===== src/rtl/cube_field_packer.sv =====
// Assembles eight 3-bit fields into a 24-bit state word and hands the word to a
// consumer with a valid/ready handshake; repeated writes to a field are flagged.
module cube_field_packer #(
    parameter int          AUTO_CLOSE = 1,
    parameter logic [23:0] CLR_VAL    = 24'h000000
) (
    input  logic        clk,
    input  logic        rst,
    input  logic        in_valid,
    output logic        in_ready,
    input  logic [2:0]  in_idx,
    input  logic [2:0]  in_val,
    input  logic        in_last,
    output logic        out_valid,
    input  logic        out_ready,
    output logic [23:0] out_word,
    output logic [7:0]  out_mask,
    output logic        dup_err
);

    localparam int FIELD_W = 3;

    typedef enum logic {FILL, HOLD} state_t;

    state_t      state_p0;
    logic [23:0] word_p0;
    logic [7:0]  mask_p0;
    logic        dup_p0;

    logic        wr_acc;
    logic        wr_dup;
    logic        wr_close;
    logic [7:0]  mask_nxt;

    function automatic logic [23:0] set_field(input logic [23:0] w,
                                              input logic [2:0]  idx,
                                              input logic [2:0]  v);
        logic [23:0] r;
        r = w;
        r[FIELD_W*int'(idx) +: FIELD_W] = v;
        return r;
    endfunction

    function automatic logic [7:0] idx_bit(input logic [2:0] idx);
        return 8'd1 << idx;
    endfunction

    always_comb begin
        wr_acc   = in_valid && (state_p0 == FILL);
        wr_dup   = mask_p0[in_idx];
        mask_nxt = mask_p0 | idx_bit(in_idx);
        // a duplicate that also completes the frame still closes it
        wr_close = in_last || ((AUTO_CLOSE != 0) && (mask_nxt == 8'hFF));
    end

    // ---- frame state: all outputs come straight from these registers ----
    always_ff @(posedge clk) begin
        if (rst) begin
            state_p0 <= FILL;
            word_p0  <= CLR_VAL;
            mask_p0  <= 8'h00;
            dup_p0   <= 1'b0;
        end else begin
            dup_p0 <= 1'b0;
            case (state_p0)
                FILL: begin
                    if (wr_acc) begin
                        word_p0 <= set_field(word_p0, in_idx, in_val);
                        mask_p0 <= mask_nxt;
                        dup_p0  <= wr_dup;
                        if (wr_close)
                            state_p0 <= HOLD;
                    end
                end
                HOLD: begin
                    if (out_ready) begin
                        state_p0 <= FILL;
                        word_p0  <= CLR_VAL;
                        mask_p0  <= 8'h00;
                    end
                end
                default: state_p0 <= FILL;
            endcase
        end
    end

    assign in_ready  = (state_p0 == FILL);
    assign out_valid = (state_p0 == HOLD);
    assign out_word  = word_p0;
    assign out_mask  = mask_p0;
    assign dup_err   = dup_p0;

endmodule


===== config.mk =====
export PLATFORM = sky130hd
export DESIGN_NAME = cube_field_packer
export DESIGN_NICKNAME = d
export VERILOG_FILES = /design/src/rtl/cube_field_packer.sv
export SDC_FILE = /design/constraint.sdc
export NUM_CORES = 1
export LEC_CHECK = 0
export ABC_CLOCK_PERIOD_IN_PS = 2800
export BUFFER_PORTS_ARGS = -buffer_cell sky130_fd_sc_hd__clkbuf_2
export CAP_MARGIN = 20
export CORE_ASPECT_RATIO = 1.25
export CORE_MARGIN = 1.5
export CORE_UTILIZATION = 45
export CTS_CLUSTER_SIZE = 14
export DETAILED_ROUTE_END_ITERATION = 6
export PLACE_DENSITY = 0.8
export REMOVE_ABC_BUFFERS = 1
export SLEW_MARGIN = 20
export SYNTH_ARGS = -nofsm -noshare
export SYNTH_HDL_FRONTEND = slang
export SYNTH_SLANG_ARGS = --single-unit

===== constraint.sdc =====
create_clock -name clk -period 2.8 [get_ports clk]
set_input_delay 0.28 -clock clk [delete_from_list [all_inputs] [get_ports clk]]
set_output_delay 0.28 -clock clk [all_outputs]
set_load 0.02 [all_outputs]

* Word level (Yosys, flattened, before mapping) *
Index checks and enable logic that the tools add are counted.

cells by class
  shift-type cells = 3
  multiply operators = 1
  reductions and logical operators = 4
  bitwise gates (word level) = 3
  $lt $le $gt $ge = 1
  multiplexer cells = 13
  eq/ne operators = 3
  add/subtract/negate cells = 1

operators by type and width
  operator                   count
  $mux W24                   2
  $pmux W24 S2               1
  $neg A5 Y33                1
  $shift A3 B33 Y24 const A  1
  $shiftx A3 B33 Y24         1
  $bwmux W24                 1
  $mux W8                    2
  $pmux W8 S2                1
  $eq A8 B8 Y1 const B       1
  $or A8 B8 Y8               1
  $shl A1 B3 Y8 const A      1
  $mul A2 B3 Y5 const A      1
  $lt A3 B4 Y1 const B       1
  $mux W1                    4
  $bmux W1 S3                1
  $reduce_or A3 Y1           1
  $ne A2 B1 Y1 const B       1
  $ne A2 B2 Y1 const B       1
  $not A1 Y1                 2
  $pmux W1 S2                1
  $reduce_and A2 Y1          1
  $logic_and A1 B1 Y1        1
  $logic_or A1 B1 Y1         1

word-level totals
  input port bits = 11
  word-level logic and storage cells = 33
  output and inout port bits = 35
  flip-flop bits (word level) = 34

* Depth between registers and ports, before layout *
Gate-level depths: netlist (run 1).

  depth after elaboration = 7
  gate-level depth with buffers = 9
  gate-level depth less buffers = 6

* Worst setup path after synthesis (run 1) *
No wires, ideal clock.

  kind = input port to flip-flop
  from = input port in_idx[1]
  to = register word_p0[6], in the netlist out_word[6]
  library setup time = 0.132 ns
  slack = 0.717 ns
  path buffers = 2
  stages on the path = 8
  data arrival time = 1.951 ns
  data required time = 2.668 ns
  cell sequence = clkbuf_1 > inv_1 > ha_1 > ha_1 > clkbuf_1 > clkinv_1 > o311ai_0 > a21oi_1

between the ends
  cells in the longest elaborated chain, start to end = 6
  elaborated cells on any way between the ends = 7
  classes of those cells = add/sub (1); mul (1); shift (2); mux (3)

ends and longest elaborated chain
  element                                                         line  RTL
  start: declaration                                              11    input logic [2:0] in_idx,
  $mul A2 B3 Y5 *                                                 40    r[FIELD_W*int'(idx) +: FIELD_W] = v;
  $neg A5 Y33 *                                                   40
  $shiftx A3 B33 Y24 / $shift A3 B33 Y24 (equally long branches)  40
  $bwmux W24 *                                                    40
  $mux W24 *                                                      67    if (wr_acc) begin
  $pmux W24 S2 *                                                  65    case (state_p0)
  end signal: assignment                                          68    word_p0 <= set_field(word_p0, in_idx, in_val);
  end: declaration                                                26    logic [23:0] word_p0;

Mark *: on every way between the ends. The rest lies on a longest branch, timed or not. The select of a mux whose other input is x is not followed.
A chain may end at the register's enable or synchronous reset.

* Final worst setup path (run 1) *
  from = input port in_idx[0]
  to = register word_p0[7], in the netlist out_word[7]

The elaborated chain is that of the path after synthesis.

==> results of run 1 <==
## routing by layer
metal	wire length, µm	vias up
met2	2070	49
met5	0	-
met4	153	0
met3	197	15
li1	-	816
met1	1810	783
## synthesized netlist by cell type (4+ instances only)
master     instances  area (µm²)
o211ai_1           6        45.0
ha_1               6        75.1
clkbuf_1          14        52.6
buf_2              4        20.0
nand4_1            6        37.5
nand3_1           18        90.1
a21oi_1           29         145
a31oi_1            6        37.5
dfxtp_1           34         681
o2111ai_1         12         105
o311ai_0           6        52.6
inv_1              6        22.5
nor2_1             8        30.0
## final timing paths
kind | slack [ns] | to | depth (start not counted)
hold / removal | 0.37 | out_word[0] | 3
hold reg to reg | 0.46 | out_word[3] | 2
setup / recovery | 0.87 | out_word[7] | 7
setup reg to reg | 0.94 | out_word[18] | 3
## per-stage QoR
stage               utilization [%]  hold slack (ns)  std cells  power, mW  cell area [µm²]
floorplan                         -            0.349        174      0.596             1640
global placement               51.5            0.454        261      0.652             1930
detailed placement             51.5            0.458        261      0.657             1930
CTS                            53.9            0.347        269       1.03             2020
global route                   53.9            0.385        269       1.06             2020
finish                         53.9            0.370        269       1.02             2020
## final cells by class
| type | instances | area (µm²) | share of cell area (%) |
|---|---|---|---|
| multi-input cells | 133 | 936 | 46.2 |
| flip-flops and latches | 34 | 681 | 33.6 |
| repair buffers | 47 | 240 | 11.9 |
| clock buffers | 7 | 86.3 | 4.26 |
| well taps | 40 | 50.0 | 2.47 |
| inverters | 7 | 26.3 | 1.30 |
| clock inverters | 1 | 5.00 | 0.247 |
## state kept, by name, summed over array words and instances, names as in the netlist
| name | count |
|---|---|
| out_valid | 1 |
| dup_err | 1 |
| out_mask | 8 |
| out_word | 24 |
## power groups by stage
stage	Sequential [mW]	Clock [mW]	Combinational (mW)
2_1_floorplan	0.521	0	0.0747
3_3_place_gp	0.513	0	0.139
3_5_place_dp	0.513	0	0.143
4_1_cts	0.502	0.384	0.144
5_1_grt	0.504	0.400	0.158
6_report	0.503	0.371	0.144
## logic make-up (layout without fill, tap and decap cells)
family                     Yosys count  count (layout)  synth area share, %
DFF                                 34              34                 39.2
muxes                                3               3                 3.17
buffers and inverters               28              62                 6.98
adders and majority gates            6               6                 4.32
and+or+nand+nor                     54              54                 19.4
AOI/OAI and AO/OA                   70              70                 26.9
## worst max-delay path: stages
cell	delay (ns)
clkbuf_2	0.23
inv_1	0.11
ha_1	0.23
ha_1	0.44
clkinv_1	0.28
o311ai_0	0.40
a21oi_1	0.11
==> metrics.cfg, run 1 <==
[timing]
slew_viol_final = 0
finalHoldViolCount = 0
fin_crit_ns = 1.93
slew_headroom_pct = 51.2
fin_ws_ns = 0.870
tns_ns = 0
setup-violations-final = 0
finalCritPeriodShare_pct = 68.9
clock_skew_ns = 0.00518
tightest_slew_ns = 0.731
rsz0062_at_grt = false
max_freq_ghz = 0.518

[clocking]
ctsHoldBuffers = 0
cts.clk_slew.worst_paths_ns = 0.07
htreeDepth = 2
cts_resized = 0
cts_inserted_buffers = 5
cts_setup_buffers = 0
cts_sinks = 34
worst_skew_pair.late_latency_ns = 0.29
cts_buffer_depth = 2
cts_tree = done
cts-root-buf = clkbuf_8

[placed_design]
port-buffer-count = 45
globalplace.congestion = 0.825
dp_slack_ns = 0.576
dp_hpwl_um = 2980

[worst_setup_path]
worstPathRequired_ns = 2.95
r2r-start = out_valid
cp.arrival_ns = 2.08
worst-path-max-fanout = 11
crit_path_start_kind = primary input
worstSetupStartpoint = in_idx[0]
critPathKind = primary input to register
end_kind = register

[route]
drtAntennaViolNets = 0
drt-total-wl_um = 4230
drc = 0
vias = 1663
wl_per_cell_um = 15.7
firstDrtPassIters = 5
vias_per_cell = 6.18
drt_iter0_drc = 69

[synthesis]
synth_cell_types = 42
synth-edff-count = 0
ys_seq_elements = 34
synth_area_um2 = 1740
ys_seq_area_share_pct = 39.2
avgSynthCellArea_um2 = 8.91
postSynthCellCount = 195
synth_top_flop_cell = dfxtp_1
async_flop_share_pct = 0
yosys_warnings = 0

[die]
die_area_um2 = 4250
initial_core_util_pct = 46.3
die_h_um = 72.5
die_w_um = 58.6
core_area_um2 = 3750
row_count = 25
io_pins = 46

[cells_and_area]
final_common_cell = clkbuf_2
nFillCells = 375
area_growth_pct = 16.5
nets = 245
drive_gt1_share_pct = 25.8
layout_common_cells = clkbuf_2 (45), dfxtp_1 (34), a21oi_1 (29)
insertedDiodeCount = 0

[global_route]
grt.total_usage_pct = 21.8
grt_pass1_wl_um = 7070
use_met2_pct = 35.3
grtUsageMet1_pct = 25.0
grt_max_degree = 27
grt_pass1_vias = 1597
antenna_found_initial = 0
use_met3_pct = 5.53
grt_overflow = 0
busiest_layer = met2

[power]
clkPwrFrac_pct = 36.4
power.internal_mw = 0.736
switching_share_pct = 27.7
seq_power_share_pct = 49.4
ir_drop_mv = 0.275
combPwrFrac_pct = 14.2
cellPowerDensity_nw_per_um2 = 503
switchingPower_mw = 0.282
p_leak_nw = 0.772

[run]
cap_violations = 0

[min_path]
min-delay-path-class = primary input to register
holdCritStartpoint = in_val[0]

[status]
outcome = finished, final reports clean

(Power assumes the default switching activity.)
==> inputs of run 2 (changes only) <==
--- a/config.mk
+++ b/config.mk
@@ -5,7 +5,7 @@
 export SDC_FILE = /design/constraint.sdc
 export NUM_CORES = 1
 export LEC_CHECK = 0
-export ABC_CLOCK_PERIOD_IN_PS = 2800
+export ABC_CLOCK_PERIOD_IN_PS = 1900
 export BUFFER_PORTS_ARGS = -buffer_cell sky130_fd_sc_hd__clkbuf_2
 export CAP_MARGIN = 20
 export CORE_ASPECT_RATIO = 1.25
==> constraint.sdc (replaced) <==
create_clock -name clk -period 1.9 [get_ports clk]
set_input_delay 0.19 -clock clk [delete_from_list [all_inputs] [get_ports clk]]
set_output_delay 0.19 -clock clk [all_outputs]
set_load 0.02 [all_outputs]
==> metrics.cfg, run 2 (synthesized netlist as in run 1, its figures left out) <==
[status]
outcome = finished, final reports clean

[timing]
slew_viol_final = 0
fin_ws_ns = 0.379
finalCritPeriodShare_pct = 80.1
fin_crit_ns = 1.52
tns_ns = 0
rsz0062_at_grt = false
whs_ns = 0.277
clock_skew_ns = 0.00225
slew_headroom_pct = 62.7
setup-violations-final = 0
tightest_slew_ns = 0.554
max_freq_ghz = 0.657
finalHoldViolCount = 0

[global_route]
antenna_found_initial = 0
grt_pass1_wl_um = 7020
grt.total_usage_pct = 21.7
grt_overflow = 0
grt_pass1_vias = 1578
grt_max_degree = 26

[cells_and_area]
layout_common_cells = clkbuf_2 (45), dfxtp_1 (34), a21oi_1 (29)
ff_latch_area_um2 = 681
nets = 254
insertedDiodeCount = 0
fin_cells = 278
final_common_cell = clkbuf_2
fin_area_um2 = 2090
nFillCells = 366
area_growth_pct = 20.4
multi_input_area_um2 = 936
final_util_pct = 55.7
largest_reg_flops = 24
drive_gt1_share_pct = 28.6

[worst_setup_path]
r2r-start = out_valid
crit_chain = or3b_1 -> o311ai_0 -> a21oi_1
r2r-end = out_word[6]
reg2reg_slack_ns = 0.38
worst-path-max-fanout = 16
worstPathRequired_ns = 2.07
end_kind = register
r2r_cells = 3
critPathTopFamily = simple AND/OR/NAND/NOR gates
critPathKind = register to register
critPathSlowestCell = or3b_1
worst_path_largest_cell_delay_ns = 0.49
cp.arrival_ns = 1.69
crit_path_start_kind = register
path_buf_inv = 0

[route]
wl_met2_um = 2100
drt-total-wl_um = 4250
dr_wl_met3_um = 241
top_layer = met4
drt-met1-wl_um = 1810
drtAntennaViolNets = 0
wl_per_cell_um = 15.3
drc = 0
vias_per_cell = 6.03
vias = 1677
firstDrtPassIters = 4
drt_iter0_drc = 47

[min_path]
whs_endpoint = out_word[14]
holdCritStartpoint = in_val[2]
min-delay-path-class = primary input to register
whs_path_depth = 3

[placed_design]
dp_hpwl_um = 3020
port-buffer-count = 45
globalplace.congestion = 0.917
dp.cells = 270
place_area_um2 = 2000
dp_slack_ns = 0.0956

[clocking]
cts_inserted_buffers = 5
cts_sinks = 34
cts-root-buf = clkbuf_8
worst_skew_pair.late_latency_ns = 0.29
cts_buffer_depth = 2
htreeDepth = 2
cts_tree = done
cts_setup_buffers = 0
cts_resized = 0
cts.clk_slew.worst_paths_ns = 0.07
ctsHoldBuffers = 0

[power]
p_leak_nw = 0.816
cellPowerDensity_nw_per_um2 = 726
power_mw = 1.52
ir_drop_mv = 0.393

[die]
row_count = 25
die_area_um2 = 4250
die_h_um = 72.5
core_area_um2 = 3750
die_w_um = 58.6
io_pins = 46
initial_core_util_pct = 46.3

[run]
cap_violations = 0

## run 2: changes by cell type in the layout (fill, tap and decap cells not counted), sizes merged
cell  previous run  this run
buf              2        11
## run 2: metal layers
layer / vias to the layer above / GRT usage [%]
met5: - / 0
met3: 7 / 5.17
met4: 0 / 12.4
met2: 61 / 35.3
met1: 770 / 25.8
li1: 839 / -
## run 2: how the worst max path moves through the flow
stage                         start            to  cells past startpoint
after floorplan           in_idx[0]   out_word[6]                      6
after global placement    in_idx[0]   out_word[7]                      7
after detailed placement  in_idx[0]   out_word[6]                      7
after CTS                 out_valid   out_word[6]                      3
after global routing      out_valid  out_word[14]                      4
final                     out_valid   out_word[6]                      3
## run 2: cell type report
class                      instances  area share, %
multi-input combinational        133           44.7
clock inverter                     1          0.239
sequential                        34           32.5
timing repair buffer              56           14.7
clock buffer                       7           4.13
inverter                           7           1.26
tap                               40           2.39
## run 2: worst min-delay path: stages
cell	delay (ns)
clkbuf_2	0.17
nand3_1	0.10
a21oi_1	0.06
## run 2: report_power, final
part / leakage (nW) / switching, mW / internal (mW)
clock: 0.0482 / 0.255 / 0.292
sequential: 0.275 / 0.0141 / 0.725
combinational: 0.493 / 0.150 / 0.0822
total: 0.816 / 0.419 / 1.10
==> inputs of run 3 (changes only) <==
--- a/config.mk
+++ b/config.mk
@@ -5,7 +5,7 @@
 export SDC_FILE = /design/constraint.sdc
 export NUM_CORES = 1
 export LEC_CHECK = 0
-export ABC_CLOCK_PERIOD_IN_PS = 1900
+export ABC_CLOCK_PERIOD_IN_PS = 1300
 export BUFFER_PORTS_ARGS = -buffer_cell sky130_fd_sc_hd__clkbuf_2
 export CAP_MARGIN = 20
 export CORE_ASPECT_RATIO = 1.25
@@ -13,7 +13,7 @@
 export CORE_UTILIZATION = 45
 export CTS_CLUSTER_SIZE = 14
 export DETAILED_ROUTE_END_ITERATION = 6
-export PLACE_DENSITY = 0.8
+export PLACE_DENSITY = 0.83
 export REMOVE_ABC_BUFFERS = 1
 export SLEW_MARGIN = 20
 export SYNTH_ARGS = -nofsm -noshare
==> constraint.sdc (replaced) <==
create_clock -name clk -period 1.3 [get_ports clk]
set_input_delay 0.13 -clock clk [delete_from_list [all_inputs] [get_ports clk]]
set_output_delay 0.13 -clock clk [all_outputs]
set_load 0.02 [all_outputs]
==> metrics.cfg, run 3 (synthesized netlist as in run 1, its figures left out) <==
[route]
drt_iter0_drc = 81
drc = 0
wl_per_cell_um = 15.8
drtAntennaViolNets = 0
vias = 1754
firstDrtPassIters = 4
vias_per_cell = 6.01
drt-total-wl_um = 4630

[clocking]
cts_sinks = 34
cts_buffer_depth = 2
htreeDepth = 2
cts_tree = done
cts-root-buf = clkbuf_8
cts_inserted_buffers = 5
worst_skew_pair.late_latency_ns = 0.29
cts.clk_slew.worst_paths_ns = 0.07

[global_route]
antenna_found_initial = 0
grt_pass1_vias = 1571
grt.total_usage_pct = 22.3
busiest_layer = met2
use_met2_pct = 37.3
use_met3_pct = 6.24
grt_pass1_wl_um = 7160
grt_max_degree = 26
grtUsageMet1_pct = 25.9
grt_overflow = 0

[placed_design]
port-buffer-count = 45
dp_hpwl_um = 3230
globalplace.congestion = 0.829
dp_slack_ns = -0.356
place_area_um2 = 2110

[power]
cellPowerDensity_nw_per_um2 = 1000
power_mw = 2.28
p_leak_nw = 0.902
ir_drop_mv = 0.715

[worst_setup_path]
critPathKind = register to register
critPathTopFamily = simple AND/OR/NAND/NOR gates
worst-path-max-fanout = 7
end_kind = register
worstSetupStartpoint = out_valid
worst_path_largest_cell_delay_ns = 0.43
path_buf_inv = 0
worstPathRequired_ns = 1.47
crit_path_start_kind = register
cp.arrival_ns = 1.52
r2r-start = out_valid
critPathSlowestCell = or3b_4
reg2reg_slack_ns = -0.05
crit_chain = or3b_4 -> o311ai_1 -> a21oi_1

[timing]
finalCritPeriodShare_pct = 104
slew_headroom_pct = 44.0
setup-violations-final = 9
finalHoldViolCount = 0
fin_crit_ns = 1.35
fin_ws_ns = -0.0530
tightest_slew_ns = 0.832
slew_viol_final = 0
clock_skew_ns = 0.00744
rsz0062_at_grt = true
whs_ns = 0.223
max_freq_ghz = 0.739

[run]
cap_violations = 0

[die]
core_area_um2 = 3750
die_w_um = 58.6
row_count = 25
initial_core_util_pct = 46.3
die_area_um2 = 4250
io_pins = 46
die_h_um = 72.5

[cells_and_area]
final_common_cell = clkbuf_2
drive_gt1_share_pct = 38.5
layout_common_cells = clkbuf_2 (45), dfxtp_1 (33), a21oi_1 (29)
largest_reg_flops = 24
nets = 270
area_growth_pct = 30.8
insertedDiodeCount = 0
fin_area_um2 = 2270

[min_path]
min-delay-path-class = primary input to register
holdCritStartpoint = in_val[0]

[status]
violations = setup timing
outcome = complete, but fails checks

[run 3: layout make-up]
type	count	area, µm²
Inverter	7	30.0
Tap cell	40	50.0
Clock buffer	6	82.6
Multi-Input combinational cell	133	998
Timing Repair Buffer	72	428
Fill cell	324	1480
Sequential cell	34	684
[run 3: stage by stage]
step | setup TNS, ns | cells | util [%]
2_1_floorplan | -5.84 | 174 | -
3_3_place_gp | -7.42 | 285 | 56.3
3_5_place_dp | -8.17 | 285 | 56.3
4_1_cts | -0.00664 | 291 | 59.4
5_1_grt | -0.572 | 292 | 60.6
6_report | -0.212 | 292 | 60.6
[run 3: repair_timing]
action,in CTS,in global routing
setup buffers,0,1
resized for setup,14,11
setup endpoints to repair,33,26
hold endpoints to repair,0,0
pin swaps,3,5
hold buffers,0,0
[run 3: path summary, 6_finish.rpt]
kind | endpoint | cells after the start
max | out_word[8] | 3
min | out_word[12] | 3
max reg2reg | out_word[8] | 3
min reg2reg | out_word[16] | 2
[run 3: power breakdown]
part | internal (mW) | total [mW] | switching, mW
registers | 1.06 | 1.08 | 0.0194
clock network | 0.408 | 0.776 | 0.368
logic | 0.172 | 0.422 | 0.250
total | 1.64 | 2.28 | 0.638
[run 3: worst min-delay path, cell delays in order]
cell      delay (ns)
clkbuf_2        0.17
nand3_1         0.10
a21oi_1         0.06
[run 3: layer usage]
metal / up-vias / part of all wire [%]
met5: - / 0
met4: 0 / 1.8
met3: 6 / 5.0
met2: 60 / 51
met1: 822 / 42
li1: 866 / -
